**src/rtl/dmem_wbuf_pkg.sv**
```systemverilog
// Shared default widths and entry types for the data-memory store buffer.
// Used by dmem_wbuf (load forwarding selected with WBUF_FWD_EN).
package dmem_pkg;

    localparam int unsigned DMEM_WORD_W = 8;
    localparam int unsigned DMEM_OP_W   = 3;
    localparam int unsigned DMEM_ADDR_W = DMEM_WORD_W - DMEM_OP_W;

    typedef logic [DMEM_ADDR_W-1:0] addr_t;
    typedef logic [DMEM_WORD_W-1:0] word_t;

    typedef struct packed {
        addr_t addr;
        word_t data;
    } wbuf_entry_t;

endpackage

```
**src/rtl/dmem_wbuf_if.sv**
```systemverilog
// CPU-side store/load bus of the store buffer (WBUF_FWD_EN changes only the
// ld_ready/ld_data behaviour, not the signal set).
interface dmem_wbuf_if
    import dmem_pkg::*;
#(
    parameter int unsigned WORD_W = DMEM_WORD_W,
    parameter int unsigned OP_W   = DMEM_OP_W
);

    logic                   st_valid;
    logic                   st_ready;
    logic [WORD_W-OP_W-1:0] st_addr;
    logic [WORD_W-1:0]      st_data;
    logic                   ld_req;
    logic [WORD_W-OP_W-1:0] ld_addr;
    logic                   ld_ready;
    logic [WORD_W-1:0]      ld_data;

    modport master (
        output st_valid, st_addr, st_data, ld_req, ld_addr,
        input  st_ready, ld_ready, ld_data
    );

    modport slave (
        input  st_valid, st_addr, st_data, ld_req, ld_addr,
        output st_ready, ld_ready, ld_data
    );

endinterface

```
**src/rtl/dmem_wbuf_match.sv**
```systemverilog
// Load-forwarding lookup: DEPTH-way address compare, youngest entry wins.
// Built only when WBUF_FWD_EN is defined.
`ifdef WBUF_FWD_EN
module wbuf_match
    import dmem_pkg::*;
#(
    parameter int unsigned AW    = DMEM_ADDR_W,
    parameter int unsigned DW    = DMEM_WORD_W,
    parameter int unsigned DEPTH = 4
) (
    input  logic [DEPTH-1:0][AW-1:0] buf_addr,
    input  logic [DEPTH-1:0][DW-1:0] buf_data,
    input  logic [$clog2(DEPTH)-1:0] head,
    input  logic [$clog2(DEPTH):0]   count,
    input  logic [AW-1:0]            ld_addr,
    output logic                     hit,
    output logic [DW-1:0]            hit_data
);

    localparam int unsigned PW = $clog2(DEPTH);

    logic [PW-1:0] idx;

    // Walk oldest to youngest so a later match overrides an earlier one.
    always_comb begin
        hit      = 1'b0;
        hit_data = '0;
        idx      = '0;
        for (int unsigned k = 0; k < DEPTH; k++) begin
            idx = head + PW'(k);
            if (((PW+1)'(k) < count) && (buf_addr[idx] == ld_addr)) begin
                hit      = 1'b1;
                hit_data = buf_data[idx];
            end
        end
    end

endmodule
`endif

```
**src/rtl/dmem_wbuf.sv**
```systemverilog
// In-order store buffer in front of the data memory port. Define WBUF_FWD_EN
// to give loads port priority with forwarding; otherwise loads wait for empty.
module dmem_wbuf
    import dmem_pkg::*;
#(
    parameter int unsigned WORD_W = DMEM_WORD_W,
    parameter int unsigned OP_W   = DMEM_OP_W,
    parameter int unsigned DEPTH  = 4
) (
    input  logic                   clock,
    input  logic                   n_reset,
    dmem_wbuf_if.slave             cpu,
    output logic [WORD_W-OP_W-1:0] Daddress,
    output logic [WORD_W-1:0]      Wdata,
    output logic                   WE,
    input  logic [WORD_W-1:0]      Mdata,
    output logic [$clog2(DEPTH):0] count
);

    localparam int unsigned AW = WORD_W - OP_W;
    localparam int unsigned PW = $clog2(DEPTH);

    logic [DEPTH-1:0][AW-1:0]     buf_addr;
    logic [DEPTH-1:0][WORD_W-1:0] buf_data;
    logic [PW-1:0]                head;
    logic [PW-1:0]                tail;
    logic                         push;
    logic                         drain;
    logic                         ld_own;

    assign cpu.st_ready = (count != (PW+1)'(DEPTH));
    assign push         = cpu.st_valid && cpu.st_ready;

`ifdef WBUF_FWD_EN
    logic              hit;
    logic [WORD_W-1:0] hit_data;

    wbuf_match #(
        .AW    (AW),
        .DW    (WORD_W),
        .DEPTH (DEPTH)
    ) u_match (
        .buf_addr (buf_addr),
        .buf_data (buf_data),
        .head     (head),
        .count    (count),
        .ld_addr  (cpu.ld_addr),
        .hit      (hit),
        .hit_data (hit_data)
    );

    assign cpu.ld_ready = 1'b1;
    assign ld_own       = n_reset && cpu.ld_req;
    assign cpu.ld_data  = hit ? hit_data : Mdata;
`else
    assign cpu.ld_ready = (count == '0);
    assign ld_own       = n_reset && cpu.ld_req && cpu.ld_ready;
    assign cpu.ld_data  = Mdata;
`endif

    assign drain    = (count != '0) && !ld_own;
    assign WE       = drain;
    assign Daddress = ld_own ? cpu.ld_addr : buf_addr[head];
    assign Wdata    = buf_data[head];

    always_ff @(posedge clock or negedge n_reset) begin
        if (!n_reset) begin
            head     <= '0;
            tail     <= '0;
            count    <= '0;
            buf_addr <= '0;
            buf_data <= '0;
        end else begin
            if (push) begin
                buf_addr[tail] <= cpu.st_addr;
                buf_data[tail] <= cpu.st_data;
                tail           <= tail + 1'b1;
            end
            if (drain) begin
                head <= head + 1'b1;
            end
            if (push && !drain) begin
                count <= count + 1'b1;
            end else if (drain && !push) begin
                count <= count - 1'b1;
            end
        end
    end

endmodule

```
**src/flat_wrapper.sv**
```systemverilog
// flat-port wrapper written by rule: the top's interface ports become plain ports
module dmem_wbuf_flat import dmem_pkg::*;
#(
    parameter int unsigned WORD_W = DMEM_WORD_W,
    parameter int unsigned OP_W   = DMEM_OP_W,
    parameter int unsigned DEPTH  = 4
)
  (clock, n_reset, Daddress, Wdata, WE, Mdata, count, cpu_st_valid, cpu_st_addr, cpu_st_data, cpu_ld_req, cpu_ld_addr, cpu_st_ready, cpu_ld_ready, cpu_ld_data);
  dmem_wbuf_if #(.WORD_W(WORD_W), .OP_W(OP_W)) cpu_i ();
  input  logic clock;
  input  logic n_reset;
  output logic [WORD_W-OP_W-1:0] Daddress;
  output logic [WORD_W-1:0] Wdata;
  output logic WE;
  input  logic [WORD_W-1:0] Mdata;
  output logic [$clog2(DEPTH):0] count;
  input wire logic [$bits(cpu_i.st_valid)-1:0] cpu_st_valid;
  input wire logic [$bits(cpu_i.st_addr)-1:0] cpu_st_addr;
  input wire logic [$bits(cpu_i.st_data)-1:0] cpu_st_data;
  input wire logic [$bits(cpu_i.ld_req)-1:0] cpu_ld_req;
  input wire logic [$bits(cpu_i.ld_addr)-1:0] cpu_ld_addr;
  output wire logic [$bits(cpu_i.st_ready)-1:0] cpu_st_ready;
  output wire logic [$bits(cpu_i.ld_ready)-1:0] cpu_ld_ready;
  output wire logic [$bits(cpu_i.ld_data)-1:0] cpu_ld_data;
  assign cpu_i.st_valid = cpu_st_valid;
  assign cpu_i.st_addr = cpu_st_addr;
  assign cpu_i.st_data = cpu_st_data;
  assign cpu_i.ld_req = cpu_ld_req;
  assign cpu_i.ld_addr = cpu_ld_addr;
  assign cpu_st_ready = cpu_i.st_ready;
  assign cpu_ld_ready = cpu_i.ld_ready;
  assign cpu_ld_data = cpu_i.ld_data;
  dmem_wbuf #(.WORD_W(WORD_W), .OP_W(OP_W), .DEPTH(DEPTH)) u_core (.clock(clock), .n_reset(n_reset), .cpu(cpu_i), .Daddress(Daddress), .Wdata(Wdata), .WE(WE), .Mdata(Mdata), .count(count));
endmodule
```
**config.mk**
```make
export PLATFORM = sky130hd
export DESIGN_NAME = dmem_wbuf_flat
export DESIGN_NICKNAME = d
export VERILOG_FILES = /design/src/rtl/dmem_wbuf_pkg.sv /design/src/rtl/dmem_wbuf_if.sv /design/src/rtl/dmem_wbuf_match.sv /design/src/rtl/dmem_wbuf.sv /design/src/flat_wrapper.sv
export SDC_FILE = /design/constraint.sdc
export NUM_CORES = 1
export LEC_CHECK = 0
export CORE_ASPECT_RATIO = 1.4
export CORE_MARGIN = 4
export CORE_UTILIZATION = 49
export CTS_CLUSTER_DIAMETER = 150
export DETAILED_ROUTE_END_ITERATION = 8
export DONT_BUFFER_PORTS = 1
export PLACE_DENSITY = 0.62
export SYNTH_ARGS = -nofsm -noshare
export SYNTH_HDL_FRONTEND = slang
export SYNTH_SLANG_ARGS = --single-unit
```
**constraint.sdc**
```tcl
create_clock -name clock -period 3.15 [get_ports clock]
set_clock_uncertainty 0.1 [all_clocks]
set_input_delay 0.4725 -clock clock [delete_from_list [all_inputs] [get_ports clock]]
set_output_delay 0.4725 -clock clock [all_outputs]
set_load 0.005 [all_outputs]
```
After elaboration in Yosys (flattened, before gate mapping)
Cells that the tools add are included.
{"block": "classes", "n_reduce_logical": 13, "eq_ne": 1, "n_lt_le_gt_ge": 3, "muxes": 13, "add_sub_neg": 4}
{"op": "bitwise mux 32 bit", "count": 1}
{"op": "bitwise mux 20 bit", "count": 1}
{"op": "binary-select mux 8 bit (select 2 bit)", "count": 1}
{"op": "demux 8 bit (select 2 bit)", "count": 1}
{"op": "two-way mux 8 bit", "count": 2}
{"op": "two-way mux 5 bit", "count": 3}
{"op": "binary-select mux 5 bit (select 2 bit)", "count": 1}
{"op": "demux 5 bit (select 2 bit)", "count": 1}
{"op": "logical AND 1 bit", "count": 7}
{"op": "less-than comparator 2 x 3 -> 1 bit (second input constant)", "count": 2}
{"op": "two-way mux 3 bit", "count": 2}
{"op": "adder 2 x 1 -> 2 bit (second input constant)", "count": 2}
{"op": "adder 3 x 1 -> 3 bit (second input constant)", "count": 1}
{"op": "logical NOT 1 bit", "count": 3}
{"op": "logical NOT 3 bit", "count": 1}
{"op": "!= test 3 bit (second input constant)", "count": 1}
{"op": "nonzero test 3 bit", "count": 1}
{"op": "subtractor 3 x 1 -> 3 bit (second input constant)", "count": 1}
{"op": ">= comparator 2 x 1 -> 1 bit (second input constant)", "count": 1}
{"op": "nonzero test 2 bit", "count": 1}
{"block": "totals", "out_inout_bits": 27, "in_bits": 30, "register_bits": 59}

Depth between registers and ports, before layout
{"block": "depth", "ltp_word": 7, "depth_mapped": 9, "depth_no_buf": 7}

Worst setup path before layout
OpenSTA, ideal clock, no wires.
{"block": "synth_path", "path_type": "register to register", "from": "reg u_core.count[0]", "to": "reg u_core.count[2]", "period_less_slack_ps": 2268, "arrival_ps": 2089, "setup_slack_ps": 882, "required_ps": 2971, "n_path_buf": 2, "stages_incl_launch_ff": 10, "cell_sequence": "dfrtp_1 > buf_6 > or3b_1 > buf_6 > nand2_1 > inv_1 > ha_1 > or3_2 > a21oi_1 > xor2_1"}
{"block": "synth_via", "word_cells_on_any_way": 16, "cone_classes": "add/sub (2); eq/ne (1); mux (2); reduce/logical (11)"}
{"item": "start, declared", "line": "dmem_wbuf.sv:17", "text": "output logic [$clog2(DEPTH):0] count"}
{"item": "start signal, assigned", "line": "dmem_wbuf.sv:83", "text": "count <= count + 1'b1;"}
{"item": "start signal, assigned", "line": "dmem_wbuf.sv:85", "text": "count <= count - 1'b1;"}
{"item": "!= test 3 bit (*)", "line": "dmem_wbuf.sv:31", "text": "assign cpu.st_ready = (count != (PW+1)'(DEPTH));"}
{"item": "net cpu_st_ready", "line": "flat_wrapper.sv:22", "text": "output wire logic [$bits(cpu_i.st_ready)-1:0] cpu_st_ready;"}
{"item": "logical AND 1 bit (*)", "line": "dmem_wbuf.sv:32", "text": "assign push = cpu.st_valid && cpu.st_ready;"}
{"item": "net u_core.push", "line": "dmem_wbuf.sv:27", "text": "logic push;"}
{"item": "logical NOT 1 bit", "line": "dmem_wbuf.sv:84", "text": "end else if (drain && !push) begin"}
{"item": "logical AND 1 bit", "line": "dmem_wbuf.sv:84"}
{"item": "nonzero test 2 bit (no line)"}
Mark *: on every way through the listed nets, which the timed path passes. The rest lies on a longest branch. The select of a mux whose other input is x is not followed.
A chain may end at the register's enable or synchronous reset.

Final worst setup path
{"block": "layout_path", "from": "reg u_core.count[1]", "to": "reg u_core.count[2]"}
The elaborated chain is that of the path after synthesis.

==> impl_metrics.env <==
export IMPL_port_buffers=0
export IMPL_vdd_drop_max_mv=0.577
export IMPL_grt_max_degree=60
export IMPL_multi_input_area_sq_um=1350
export IMPL_finalSetupViolations=0
export IMPL_endpoint_kind="flop"
export IMPL_overflow=0
export IMPL_wl_um=5730
export IMPL_clock_latency_ns=0.32
export IMPL_start_util=0.512
export IMPL_wl_per_cell_um=22.9
export IMPL_synth_seq_cells=59
export IMPL_fillers=461
export IMPL_min_path_type="in -> reg"
export IMPL_root_buffer="clkbuf_8"
export IMPL_postRouteAntennaNets=0
export IMPL_drc=0
export IMPL_via_count=1467
export IMPL_vias_per_cell=5.87
export IMPL_tightestPinTransition_ns=0.715
export IMPL_tritoncts="built"
export IMPL_slowest_stage="or3b_1"
export IMPL_syn_area_per_cell_sq_um=17.0
export IMPL_drv_slew=0
export IMPL_cp_cell_sequence="or3b_1, nand2_1, inv_1, ha_1, or3_2, a21oi_1, xor2_1"
export IMPL_nets=210
export IMPL_pre_cts_ws_ns=0.601
export IMPL_core_region_area_sq_um=5900
export IMPL_slew_headroom=0.524
export IMPL_period_minus_slack_ns=2.55
export IMPL_die_h_um=101
export IMPL_fp_dieW_um=74.4
export IMPL_synthesis_nets=213
export IMPL_yosysSeqAreaShare=0.489
export IMPL_crit_required_ns=3.29
export IMPL_grt_usage=0.169
export IMPL_synthTopCellsByArea="dfrtp_1 (49%), mux2_4 (20%), mux4_2 (9.7%), mux2_2 (6.3%), buf_12 (2.7%)"
export IMPL_dr_pass1_iters=4
export IMPL_cp_start_kind="flop"
export IMPL_register_area_sq_um=1480
export IMPL_p_per_area_nw_per_um2=1140
export IMPL_rsz0062_at_grt="false"
export IMPL_setup_tns_final_ns=0
export IMPL_areaGrowthSynthToFinish_pct=5.67
export IMPL_synthesis_instances=178
export IMPL_antenna_found_initial=0
export IMPL_yosys_area_top_type="dfrtp_1"
export IMPL_first_iter_violations=78
export IMPL_synth_cell_types=24
export IMPL_die_area_sq_um=7510
export IMPL_synthDominantCellAreaShare=0.489
export IMPL_drive_gt1_frac=0.528
export IMPL_clk_path_buf_depth=2
export IMPL_worstSetupPathType="reg -> reg"
export IMPL_arrival_ns=2.69
export IMPL_rows=33
export IMPL_dp_hpwl_um=3830
export IMPL_antenna_cells=0
export IMPL_cts_setup_buffers=0
export IMPL_crit_fanout=7
export IMPL_cts_sinks=59
export IMPL_maxClockFrequency_mhz=392
export IMPL_clk_pin_slew_worst_paths_ns=0.07
export IMPL_outcome="finished clean"
export IMPL_max_stage_delay_ns=0.62
export IMPL_grt_first_pass_wirelength_um=9160
export IMPL_grt_pass1_vias=1697
export IMPL_setup_ws_ns=0.600
export IMPL_io_pins=57
export IMPL_syn_area_sq_um=3020
export IMPL_power_leakage_uw=0.00148
export IMPL_gp_congestion=0.722
export IMPL_h_tree_depth=3
export IMPL_cts_inserted_buffers=9
export IMPL_maxCapViolations=0
export IMPL_period_share=0.809
export IMPL_hold_viol=0
export IMPL_ys_warn_count=0
synthesized netlist by cell type:
library cell and count:
mux4_2 13, mux2_2 17, and3_1 1, mux2_4 40
nand2_1 2, inv_1 4, ha_1 5, nor3_2 1
a21oi_1 1, buf_2 3, mux2_1 1, or3_2 1
o21ai_0 1, nor3_1 1, buf_6 2, buf_4 8
dfrtp_1 59, xor2_1 3, nor2_1 1, xnor2_1 4
nand3_4 4, or3b_1 1, buf_12 4, clkbuf_1 1
flip-flops by register name, summed over array words and instances (netlist names):
| register | count |
|---|---|
| u_core.tail | 2 |
| u_core.count | 3 |
| u_core.buf_data | 32 |
| u_core.buf_addr | 20 |
| u_core.head | 2 |
metal layers:
metal | vias to the layer above | track usage | share of wire
met4 | 0 | 0.0781 | 0.018
li1 | 629 | - | -
met1 | 786 | 0.208 | 0.42
met2 | 42 | 0.271 | 0.52
met3 | 10 | 0.0489 | 0.043
met5 | - | 0 | 0
through the flow:
step                hold WS [ns]  area [sq um]  cells  power (uW)   util
floorplan                 0.0769          3020    178        2740      -
global placement          0.0785          2940    232        2850  0.498
detailed placement        0.0786          2940    232        2960  0.498
CTS                        0.168          3190    250        3710  0.541
global route               0.159          3190    250        3880  0.541
finish                     0.187          3190    250        3650  0.541
where the power goes:
group	leakage, uW	switching (uW)	internal [uW]
Sequential	0.000698	311	1150
Clock	0.000108	288	427
Combinational	0.000675	515	959
Total	0.00148	1110	2540
final cells by class:
type,instances,area share
Timing Repair Buffer,4,0.0165
Clock buffer,12,0.0517
Multi-Input combinational cell,97,0.422
Clock inverter,4,0.0149
Inverter,4,0.00470
Sequential cell,59,0.462
Tap cell,70,0.0274
logic make-up (layout without fill, tap and decap cells):
| kind of cell | Yosys count | count (layout) | share of synthesized area |
|---|---|---|---|
| adder cells (fa/ha/maj) | 5 | 5 | 0.0207 |
| multiplexers | 71 | 71 | 0.363 |
| buffers and inverters | 22 | 24 | 0.0650 |
| XOR/XNOR | 7 | 7 | 0.0203 |
| AO/OA/AOI/OAI | 2 | 2 | 0.00331 |
| AND/OR/NAND/NOR | 12 | 12 | 0.0393 |
| flip-flops | 59 | 59 | 0.489 |
cell usage in the layout (no fill, tap or decap):
cell,n
dfrtp_1,59
mux2_4,40
mux2_2,17
mux4_2,13
clkbuf_8,12
ha_1,5
inv_1,4
xnor2_1,4
nand3_4,4
xor2_1,3
nand2_1,2
clkinv_2,2
buf_4,2
nor3_2,1
or3b_1,1
nor3_1,1
and3_1,1
o21ai_0,1
or3_2,1
a21oi_1,1
nor2_1,1
mux2_1,1
clkinvlp_4,1
bufinv_16,1
buf_16,1
dlygate4sd3_1,1
critical path, delay by kind of cell, from the launching register on:
| kind | cells | cell delay [ns] |
|---|---|---|
| and+or+nand+nor | 3 | 1.26 |
| DFF | 1 | 0.47 |
| adders and majority gates | 1 | 0.21 |
| AOI/OAI and AO/OA | 1 | 0.18 |
| xor gates and xnor gates | 1 | 0.17 |
| buffers and inverters | 1 | 0.06 |
worst paths after layout:
path                                                      start  cells after the start                         endpoint  slack [ns]
worst min-delay path                             cpu_st_data[7]                      1  u_core.buf_data[31]$_DFFE_PN0P_        0.19
max in group asynchronous                               n_reset                      2  u_core.buf_addr[10]$_DFFE_PN0P_        2.13
worst max-delay path                u_core.count[1]$_DFFE_PN0P_                      7      u_core.count[2]$_DFFE_PN0P_        0.60
worst max register to register      u_core.count[1]$_DFFE_PN0P_                      7      u_core.count[2]$_DFFE_PN0P_        0.60
min in group asynchronous                               n_reset                      2   u_core.buf_data[6]$_DFFE_PN0P_        0.57
worst min register to register  u_core.buf_data[13]$_DFFE_PN0P_                      1  u_core.buf_data[13]$_DFFE_PN0P_        0.41
what timing repair did:
item                      4_1_cts  5_1_grt
resized for setup               0        0
hold endpoints to repair       59        0
hold buffers                    2        0
Power figures use the tool's default switching activity.
